File: src/rtl/ife_scan_ctrl.sv
// Raster-scan sequencer for the IFE filter: fetches each KxK window from image ROM,
// streams it to the datapath with border zero-padding, then writes the result back.
// Optional cycle counter output perf_cycles is enabled by defining IFE_SCAN_PERF_EN.
module ife_scan_ctrl #(
    parameter int IMG_W  = 128,
    parameter int IMG_H  = 128,
    parameter int ADDR_W = 14
) (
    input  logic              clk,
    input  logic              reset,
    input  logic              ready,
    output logic              busy,
    input  logic [1:0]        sel,
    output logic [1:0]        sel_q,
    output logic [ADDR_W-1:0] iaddr,
    input  logic [7:0]        idata,
    output logic              pix_vld,
    output logic [7:0]        pix_data,
    output logic              pix_pad,
    output logic              win_start,
    output logic              win_last,
    input  logic              res_vld,
    input  logic [7:0]        res_data,
    output logic [ADDR_W-1:0] addr,
    output logic [7:0]        data_wr,
    output logic              wen
`ifdef IFE_SCAN_PERF_EN
    ,
    output logic [31:0]       perf_cycles
`endif
);

    localparam int RW = (IMG_H > 1) ? $clog2(IMG_H) : 1;
    localparam int CW = (IMG_W > 1) ? $clog2(IMG_W) : 1;

    typedef enum logic [2:0] {
        StIdle,
        StFetch,
        StDrain,
        StWaitRes,
        StWrite
    } state_e;

    state_e state_q, state_d;

    logic [RW-1:0]     row_q;
    logic [CW-1:0]     col_q;
    logic signed [2:0] dy_q, dx_q, rad;
    logic [ADDR_W-1:0] iaddr_q, off_addr, pix_addr;
    logic              off_pad, off_first, off_last, pix_done;
    int                row_off, col_off;

    // Window offset decode; border tests are done on signed coordinates.
    always_comb begin
        rad       = (sel_q == 2'd0) ? 3'sd1 : 3'sd2;
        row_off   = int'(row_q) + int'(dy_q);
        col_off   = int'(col_q) + int'(dx_q);
        off_pad   = (row_off < 0) || (row_off >= IMG_H) || (col_off < 0) || (col_off >= IMG_W);
        off_addr  = ADDR_W'(row_off * IMG_W + col_off);
        pix_addr  = ADDR_W'(int'(row_q) * IMG_W + int'(col_q));
        off_first = (dy_q == -rad) && (dx_q == -rad);
        off_last  = (dy_q == rad) && (dx_q == rad);
        pix_done  = (row_q == RW'(IMG_H - 1)) && (col_q == CW'(IMG_W - 1));
        // Padded offsets leave the ROM address where it was.
        iaddr     = (state_q == StFetch && !off_pad) ? off_addr : iaddr_q;
        pix_data  = (pix_vld && !pix_pad) ? idata : 8'd0;
    end

    always_ff @(posedge clk) begin
        if (reset) begin
            state_q <= StIdle;
        end else begin
            state_q <= state_d;
        end
    end

    always_comb begin
        state_d = state_q;
        case (state_q)
            StIdle:    if (ready) state_d = StFetch;
            StFetch:   if (off_last) state_d = StDrain;
            StDrain:   state_d = StWaitRes;
            StWaitRes: if (res_vld) state_d = StWrite;
            StWrite:   state_d = pix_done ? StIdle : StFetch;
            default:   state_d = StIdle;
        endcase
    end

    always_comb begin
        busy = (state_q != StIdle);
        wen  = (state_q == StWrite);
    end

    always_ff @(posedge clk) begin
        if (reset) begin
            sel_q     <= 2'd0;
            row_q     <= '0;
            col_q     <= '0;
            dy_q      <= '0;
            dx_q      <= '0;
            iaddr_q   <= '0;
            pix_vld   <= 1'b0;
            pix_pad   <= 1'b0;
            win_start <= 1'b0;
            win_last  <= 1'b0;
            addr      <= '0;
            data_wr   <= 8'd0;
        end else begin
            iaddr_q   <= iaddr;
            // Strobe for each offset trails its fetch by one cycle, aligned with idata.
            pix_vld   <= (state_q == StFetch);
            pix_pad   <= (state_q == StFetch) && off_pad;
            win_start <= (state_q == StFetch) && off_first;
            win_last  <= (state_q == StFetch) && off_last;
            case (state_q)
                StIdle: begin
                    if (ready) begin
                        sel_q <= sel;
                        row_q <= '0;
                        col_q <= '0;
                        dy_q  <= (sel == 2'd0) ? -3'sd1 : -3'sd2;
                        dx_q  <= (sel == 2'd0) ? -3'sd1 : -3'sd2;
                    end
                end
                StFetch: begin
                    if (dx_q == rad) begin
                        dx_q <= -rad;
                        dy_q <= dy_q + 3'sd1;
                    end else begin
                        dx_q <= dx_q + 3'sd1;
                    end
                end
                StWaitRes: begin
                    if (res_vld) begin
                        addr    <= pix_addr;
                        data_wr <= res_data;
                    end
                end
                StWrite: begin
                    dy_q <= -rad;
                    dx_q <= -rad;
                    if (col_q == CW'(IMG_W - 1)) begin
                        col_q <= '0;
                        row_q <= row_q + RW'(1);
                    end else begin
                        col_q <= col_q + CW'(1);
                    end
                end
                default: ;
            endcase
        end
    end

`ifdef IFE_SCAN_PERF_EN
    always_ff @(posedge clk) begin
        if (reset) begin
            perf_cycles <= 32'd0;
        end else if (state_q == StIdle && ready) begin
            perf_cycles <= 32'd0;
        end else if (busy) begin
            perf_cycles <= perf_cycles + 32'd1;
        end
    end
`endif

endmodule

File: config.mk
export PLATFORM = sky130hd
export DESIGN_NAME = ife_scan_ctrl
export DESIGN_NICKNAME = d
export VERILOG_FILES = /design/src/rtl/ife_scan_ctrl.sv
export SDC_FILE = /design/constraint.sdc
export NUM_CORES = 1
export LEC_CHECK = 0
export CELL_PAD_IN_SITES_DETAIL_PLACEMENT = 0
export CELL_PAD_IN_SITES_GLOBAL_PLACEMENT = 1
export CORE_UTILIZATION = 35
export DETAILED_ROUTE_END_ITERATION = 7
export PLACE_DENSITY_LB_ADDON = 0.1
export SYNTH_ARGS = -nofsm -noshare
export SYNTH_HDL_FRONTEND = slang
export SYNTH_SLANG_ARGS = --single-unit
File: constraint.sdc
create_clock -name clk -period 4.3 [get_ports clk]
set_input_delay 0.86 -clock clk [delete_from_list [all_inputs] [get_ports clk]]
set_output_delay 0.86 -clock clk [all_outputs]
set_load 0.1 [all_outputs]
==> results of run 1 <==
==> how the worst max path moves through the flow <==
stage | start | end | slack, ps
finish | dx_q[2] | iaddr[13] | -150
global route | dx_q[2] | iaddr[13] | -280
CTS | dx_q[2] | iaddr[13] | -100
detailed placement | col_q[1] | iaddr[13] | -50
global placement | col_q[0] | iaddr[13] | -20
floorplan | dx_q[0] | iaddr[11] | 2
==> kinds of logic (layout without fill, tap and decap cells) <==
| group | count (synthesis) | in the layout | share of synthesized area |
|---|---|---|---|
| adders and majority gates | 29 | 29 | 0.101 |
| and+or+nand+nor | 184 | 184 | 0.238 |
| buffers and inverters | 32 | 149 | 0.0387 |
| DFF | 65 | 65 | 0.341 |
| AOI/OAI and AO/OA | 131 | 131 | 0.222 |
| muxes | 4 | 4 | 0.0115 |
| xor gates and xnor gates | 19 | 19 | 0.0472 |
==> tightest hold or removal path, cell delays in order (launching register included) <==
cell	delay [ps]
dfxtp_1	310
nand2_1	50
a21oi_1	50
==> report_power, final <==
part | total (µW) | leakage, µW | internal, µW | switching [µW]
logic | 598 | 0.00154 | 248 | 351
clock network | 647 | 0.000117 | 388 | 258
registers | 640 | 0.000529 | 620 | 20.5
total | 1890 | 0.00219 | 1260 | 630
==> cells in the final DEF (no fill, tap or decap), drive strengths merged, types with 4 or more instances in the layout <==
cell type,count
a211oi,9
a21o,4
a21oi,63
and2,10
buf,72
clkbuf,10
clkdlybuf4s50,49
dfxtp,65
ha,26
inv,12
nand2,72
nand3,20
nor2,38
nor2b,6
nor3,15
o21ai,24
or3,5
xnor2,8
xor2,10
==> per-stage QoR <==
stage / cell area, µm² / util
after global routing: 5570 / 0.532
final: 5570 / 0.532
after floorplan: 3820 / -
after CTS: 5480 / 0.524
after detailed placement: 5000 / 0.478
after global placement: 5000 / 0.478
==> metal layers <==
layer	global-route usage	share of wire	wire length, µm	up-vias
li1	-	-	-	1870
met2	0.331	0.48	5080	71
met3	0.0288	0.031	330	16
met1	0.249	0.47	4910	1734
met4	0.0802	0.017	176	0
met5	0	0	0	-
==> flip-flops by register name, indices dropped and copies added, names as in the netlist <==
name       cells
col_q          7
win_start      1
dy_q           3
win_last       1
state_q        3
pix_vld        1
addr          14
iaddr_q       14
row_q          7
sel_q          2
dx_q           3
pix_pad        1
data_wr        8
==> layout make-up <==
class	instances	area [µm²]	area share
Clock buffer	10	128	0.0229
Clock inverter	6	115	0.0207
Inverter	12	45.0	0.00809
Multi-Input combinational cell	367	2570	0.463
Sequential cell	65	1310	0.236
Tap cell	136	170	0.0306
Timing Repair Buffer	121	1220	0.220
==> timing repair <==
item | 4_1_cts | 5_1_grt
endpoints found under the setup margin | 4 | 4
buffers inserted | 9 | 5
pin swaps | 19 | 6
gates resized for setup | 35 | 11
==> reports/qor.txt, run 1 <==
Starting Density - 0.365
Die ar. - 11300 µm²
count of final max-slew check failures - 0
fmax - 225 MHz
dpl ws - -50.1 ps
Area Growth Syn to Fin - 45.9%
Syn Area/Cell - 8.22 µm²
Layout Skew - 10.5 ps
Critical Path RT - 3440 ps
# DRC - 0
Reg clk slew, reported paths - 80 ps
CTS tree - yes
count leader, synth - nand2_1
Top FF cell, synth - dfxtp_1
number of synthesized flops with an enable pin - 0
depth of the worst hold-timing path - 2
core area - 10500 µm²
Hold Slack - 454 ps
Routed WL per cell - 14.6 µm
Die Wd - 106 µm
drt first-iter violations - 129
Sum Neg Setup Slack - -169 ps
clock buffer depth - 2
final worst slack - -146 ps
critical path depth - 13
Hold Crit Start - addr[12]
global-route wire length before repair - 17.5 mm
class of the worst hold path - flop to flop
Clock Tree Root - clkbuf_8
largest cells by area after synthesis - dfxtp_1, ha_1, a21oi_1
worst skew pair latency - 350 ps
largest net degree at the start of global routing - 41
Setup crit end kind - output pin
Worst VDD drop - 162 µV
crit-path max cell delay - 400 ps
Post-Syn Area - 3820 µm²
Syn Inst Count - 464
CTS Hold Buffers Added - 0
failing checks - negative setup slack
share of synthesized flip-flops with an asynchronous set or reset - 0
CP Cell Sequence - ha_4, o211ai_1, o21ai_2, a2111oi_4, nor2_2, ha_2, fa_2, a211oi_2, o21bai_1, a21oi_1, xnor3_1, mux2_4, buf_12
cell accounting for the most synthesized area - dfxtp_1
Data arrival, critical path - 3590 ps
number of global-route vias before repair - 3649
post-synthesis sequential area ratio - 0.341
crit path buf inv count - 1
relative slew slack - 0.340
total CTS buffers - 9
row count - 37
fillers - 1006
routability cong. - 0.773
number of I/O port buffers - 73
critical-path maximum fanout - 4
Sink Count - 65
fraction of final layout cells sized beyond drive strength 1 - 0.262
Worst-Margin Slew - 985 ps
final WL - 10.5 mm
# H-tree levels - 3
r2r startpoint - dx_q[2]
Final Hold Viols - 0
RSZ-0062 raised after global routing - yes
CP top delay family - compound AO/OA/AOI/OAI gates
fin crit share - 1.03
static leakage - 0.00219 µW
most frequent cells after synthesis - nand2_1, dfxtp_1, a21oi_1, nor2_1, ha_1
R2R depth - 14
fin nets - 627
Hold Path End - addr[12]
final setup fails - 2
r2r setup slk - 1040 ps
post-route ant nets - 0
# Max-Cap Violations - 0
drt via density - 5.15
# diodes - 0
first drt pass iteration count - 5
GRT overflow - 0
num ports - 74
Crit Reg-Reg Endpoint - iaddr_q[13]
Vias - 3691
Final min period - 4450 ps
Inst Count DP - 688
pwr dens - 339 nW/µm²
Yosys reg bits - 65
outcome - finished with violations
dpl hpwl - 7.56 mm
Startpoint Class - flop
warnings from Yosys - 0
Synth top area share - 0.341
GR Util All Layers - 0.196
initial antenna violation count - 0
post-synth cell types - 64
syn_nets - 515
Slowest-stage cell, CP - dfxtp_4
total power - 1890 µW
Setup CP Type - flop to output pin
Die Ht - 106 µm
Post-Layout Cell Count - 717
Power figures use the tool's default switching activity.
==> run 2, diff against run 1 <==
==> config.mk (replaced) <==
export PLATFORM = sky130hd
export DESIGN_NAME = ife_scan_ctrl
export DESIGN_NICKNAME = d
export VERILOG_FILES = /design/src/rtl/ife_scan_ctrl.sv
export SDC_FILE = /design/constraint.sdc
export NUM_CORES = 1
export LEC_CHECK = 0
export CAP_MARGIN = 40
export CORE_UTILIZATION = 40
export DETAILED_ROUTE_END_ITERATION = 7
export PLACE_DENSITY_LB_ADDON = 0.1
export SKIP_LAST_GASP = 1
export SYNTH_ARGS = -nofsm -noshare
export SYNTH_HDL_FRONTEND = slang
export SYNTH_SLANG_ARGS = --single-unit
==> run 2 against run 1 <==
- the run still ends with negative setup slack left
- worst hold slack got worse by 0.69 ps
- sequential power is essentially flat
- sequential cell count is the same
- non-clock buffer count increased by 40
- first-iteration DRC count rose by 36%
- wire length is 1.3% higher
- setup slack got worse by 60 ps
- register-to-register slack worse by 1200 ps
- final cell count rose by 4.6%
- count of clock-buffer cells in the layout increased by 1
- critical path depth did not move
- maximum frequency decreased by 1.3%
==> reports/qor.txt, run 2 (same netlist as run 1, synthesis figures left out) <==
Worst VDD drop - 149 µV (was 162 µV)
initial antenna violation count - 0 (unchanged)
worst skew pair latency - 350 ps (about the same)
Setup CP Type - flop to output pin (unchanged)
Post-Layout Cell Count - 750 (was 717)
Final min period - 4510 ps (was 4450 ps)
Die Wd - 99.7 µm (was 106 µm)
# diodes - 0 (unchanged)
Data arrival, critical path - 3650 ps (was 3590 ps)
clock buffer depth - 2 (unchanged)
dpl hpwl - 7.45 mm (was 7.56 mm)
static leakage - 0.00245 µW (was 0.00219 µW)
row count - 35 (was 37)
fin nets - 667 (was 627)
r2r setup slk - -160 ps (was 1040 ps)
Psw - 617 µW (was 630 µW)
# H-tree levels - 3 (unchanged)
switching share of power - 0.336 (was 0.334)
Vias - 3857 (was 3691)
Die ar. - 9940 µm² (was 11300 µm²)
commonest non-fill, non-tap cell in the layout - nand2_1 (unchanged)
total CTS buffers - 9 (unchanged)
final setup fails - 3 (was 2)
Startpoint Class - flop (unchanged)
Final Hold Viols - 0 (unchanged)
outcome - finished with violations (unchanged)
drt first-iter violations - 175 (was 129)
# Max-Cap Violations - 0 (unchanged)
routability cong. - 0.848 (was 0.773)
global-route wire length before repair - 17.3 mm (was 17.5 mm)
fin crit share - 1.05 (was 1.03)
Worst-Margin Slew - 859 ps (was 985 ps)
critical-path maximum fanout - 4 (unchanged)
number of I/O port buffers - 73 (unchanged)
drt via density - 5.14 (was 5.15)
total power - 1840 µW (was 1890 µW)
Clock Tree Root - clkbuf_8 (unchanged)
relative slew slack - 0.424 (was 0.340)
num ports - 74 (unchanged)
class of the worst hold path - flop to flop (unchanged)
Inst Count DP - 708 (was 688)
count of final max-slew check failures - 0 (unchanged)
final WL - 10.6 mm (was 10.5 mm)
# DRC - 0 (unchanged)
CTS tree - yes (unchanged)
Sink Count - 65 (unchanged)
Int Power - 1220 µW (was 1260 µW)
post-route ant nets - 0 (unchanged)
biggest regs - addr x14, iaddr_q x14, data_wr x8 (unchanged)
Clock Power Share - 0.319 (was 0.343)
first drt pass iteration count - 4 (was 5)
fraction of final layout cells sized beyond drive strength 1 - 0.308 (was 0.262)
GRT overflow - 0 (unchanged)
Starting Density - 0.413 (was 0.365)
failing checks - negative setup slack (unchanged)
Critical Path RT - 3440 ps (about the same)
area taken by multi-input logic gates - 2560 µm² (was 2570 µm²)
Storage cell area - 1310 µm² (about the same)
largest net degree at the start of global routing - 54 (was 41)
Reg clk slew, reported paths - 70 ps (was 80 ps)
Routed WL per cell - 14.2 µm (was 14.6 µm)
Setup crit end kind - output pin (unchanged)
Logic pwr share - 0.332 (was 0.317)
RSZ-0062 raised after global routing - yes (unchanged)
core area - 9240 µm² (was 10500 µm²)
Layout Skew - 12.6 ps (was 10.5 ps)
commonest non-fill, non-tap cells in the layout - nand2_1, buf_4, a21oi_1 (was nand2_1, a21oi_1, dfxtp_1)
sequential share of power - 0.349 (was 0.340)
final worst slack - -207 ps (was -146 ps)
fillers - 759 (was 1006)
number of global-route vias before repair - 3671 (was 3649)
fmax - 222 MHz (was 225 MHz)
Die Ht - 99.7 µm (was 106 µm)
Area Growth Syn to Fin - 58.2% (was 45.9%)
GR Util All Layers - 0.221 (was 0.196)
pwr dens - 304 nW/µm² (was 339 nW/µm²)
==> run 2: repair_timing <==
item | CTS | global route
pin swaps | 19 | 23
buffers inserted | 27 | 3
resized for setup | 28 | 15
cloned | 0 | 0
hold buffers | 0 | 0
setup endpoints to repair | 4 | 6
==> run 2: per-stage QoR <==
| stage | utilization | worst slack, ps | setup TNS [ps] | hold slack [ps] | instance area [µm²] |
|---|---|---|---|---|---|
| floorplan | - | 1.87 | 0 | 439 | 3820 |
| global placement | 0.538 | 7.92 | 0 | 442 | 4970 |
| detailed placement | 0.586 | -44.9 | -48.2 | 447 | 5420 |
| CTS | 0.646 | -147 | -325 | 458 | 5970 |
| global route | 0.653 | -351 | -1010 | 476 | 6040 |
| finish | 0.653 | -207 | -471 | 453 | 6040 |
==> run 2: final timing paths <==
check                    to  cells after the start  startpoint
setup / recovery  iaddr[13]                     13     dx_q[2]
hold / removal      addr[6]                      2     addr[6]
setup reg to reg    pix_pad                     28     dx_q[2]
hold reg to reg     addr[6]                      2     addr[6]
==> run 2: per-layer routing <==
layer,up-vias,wire length (µm),track usage
met5,-,0,0
li1,1949,-,-
met4,0,233,0.0860
met1,1802,4540,0.267
met2,87,5470,0.392
met3,19,390,0.0337
==> run 2: power by group through the flow <==
stage / clock network [µW] / logic, µW / registers [µW]
6_report: 586 / 610 / 640
5_1_grt: 624 / 644 / 643
4_1_cts: 596 / 588 / 639
3_5_place_dp: 0 / 529 / 651
3_3_place_gp: 0 / 515 / 650
2_1_floorplan: 0 / 333 / 666
==> run 2: worst max-delay path, stage by stage (launching register included) <==
cell and delay (ps):
dfxtp_4 370, ha_4 240, o211ai_1 270, o21ai_2 130, a2111oi_4 430, nor2_2 80, ha_2 220, fa_2 370
a211oi_2 240, o21bai_1 90, a21oi_1 150, xnor3_1 260, mux2_4 280, buf_12 170
==> run 2: final cells by class <==
cell class                 count  area share
multi-input combinational    367       0.424
timing repair buffer         161       0.288
sequential                    65       0.217
tap                          129      0.0267
clock buffer                  11      0.0234
clock inverter                 5      0.0131
inverter                      12     0.00746
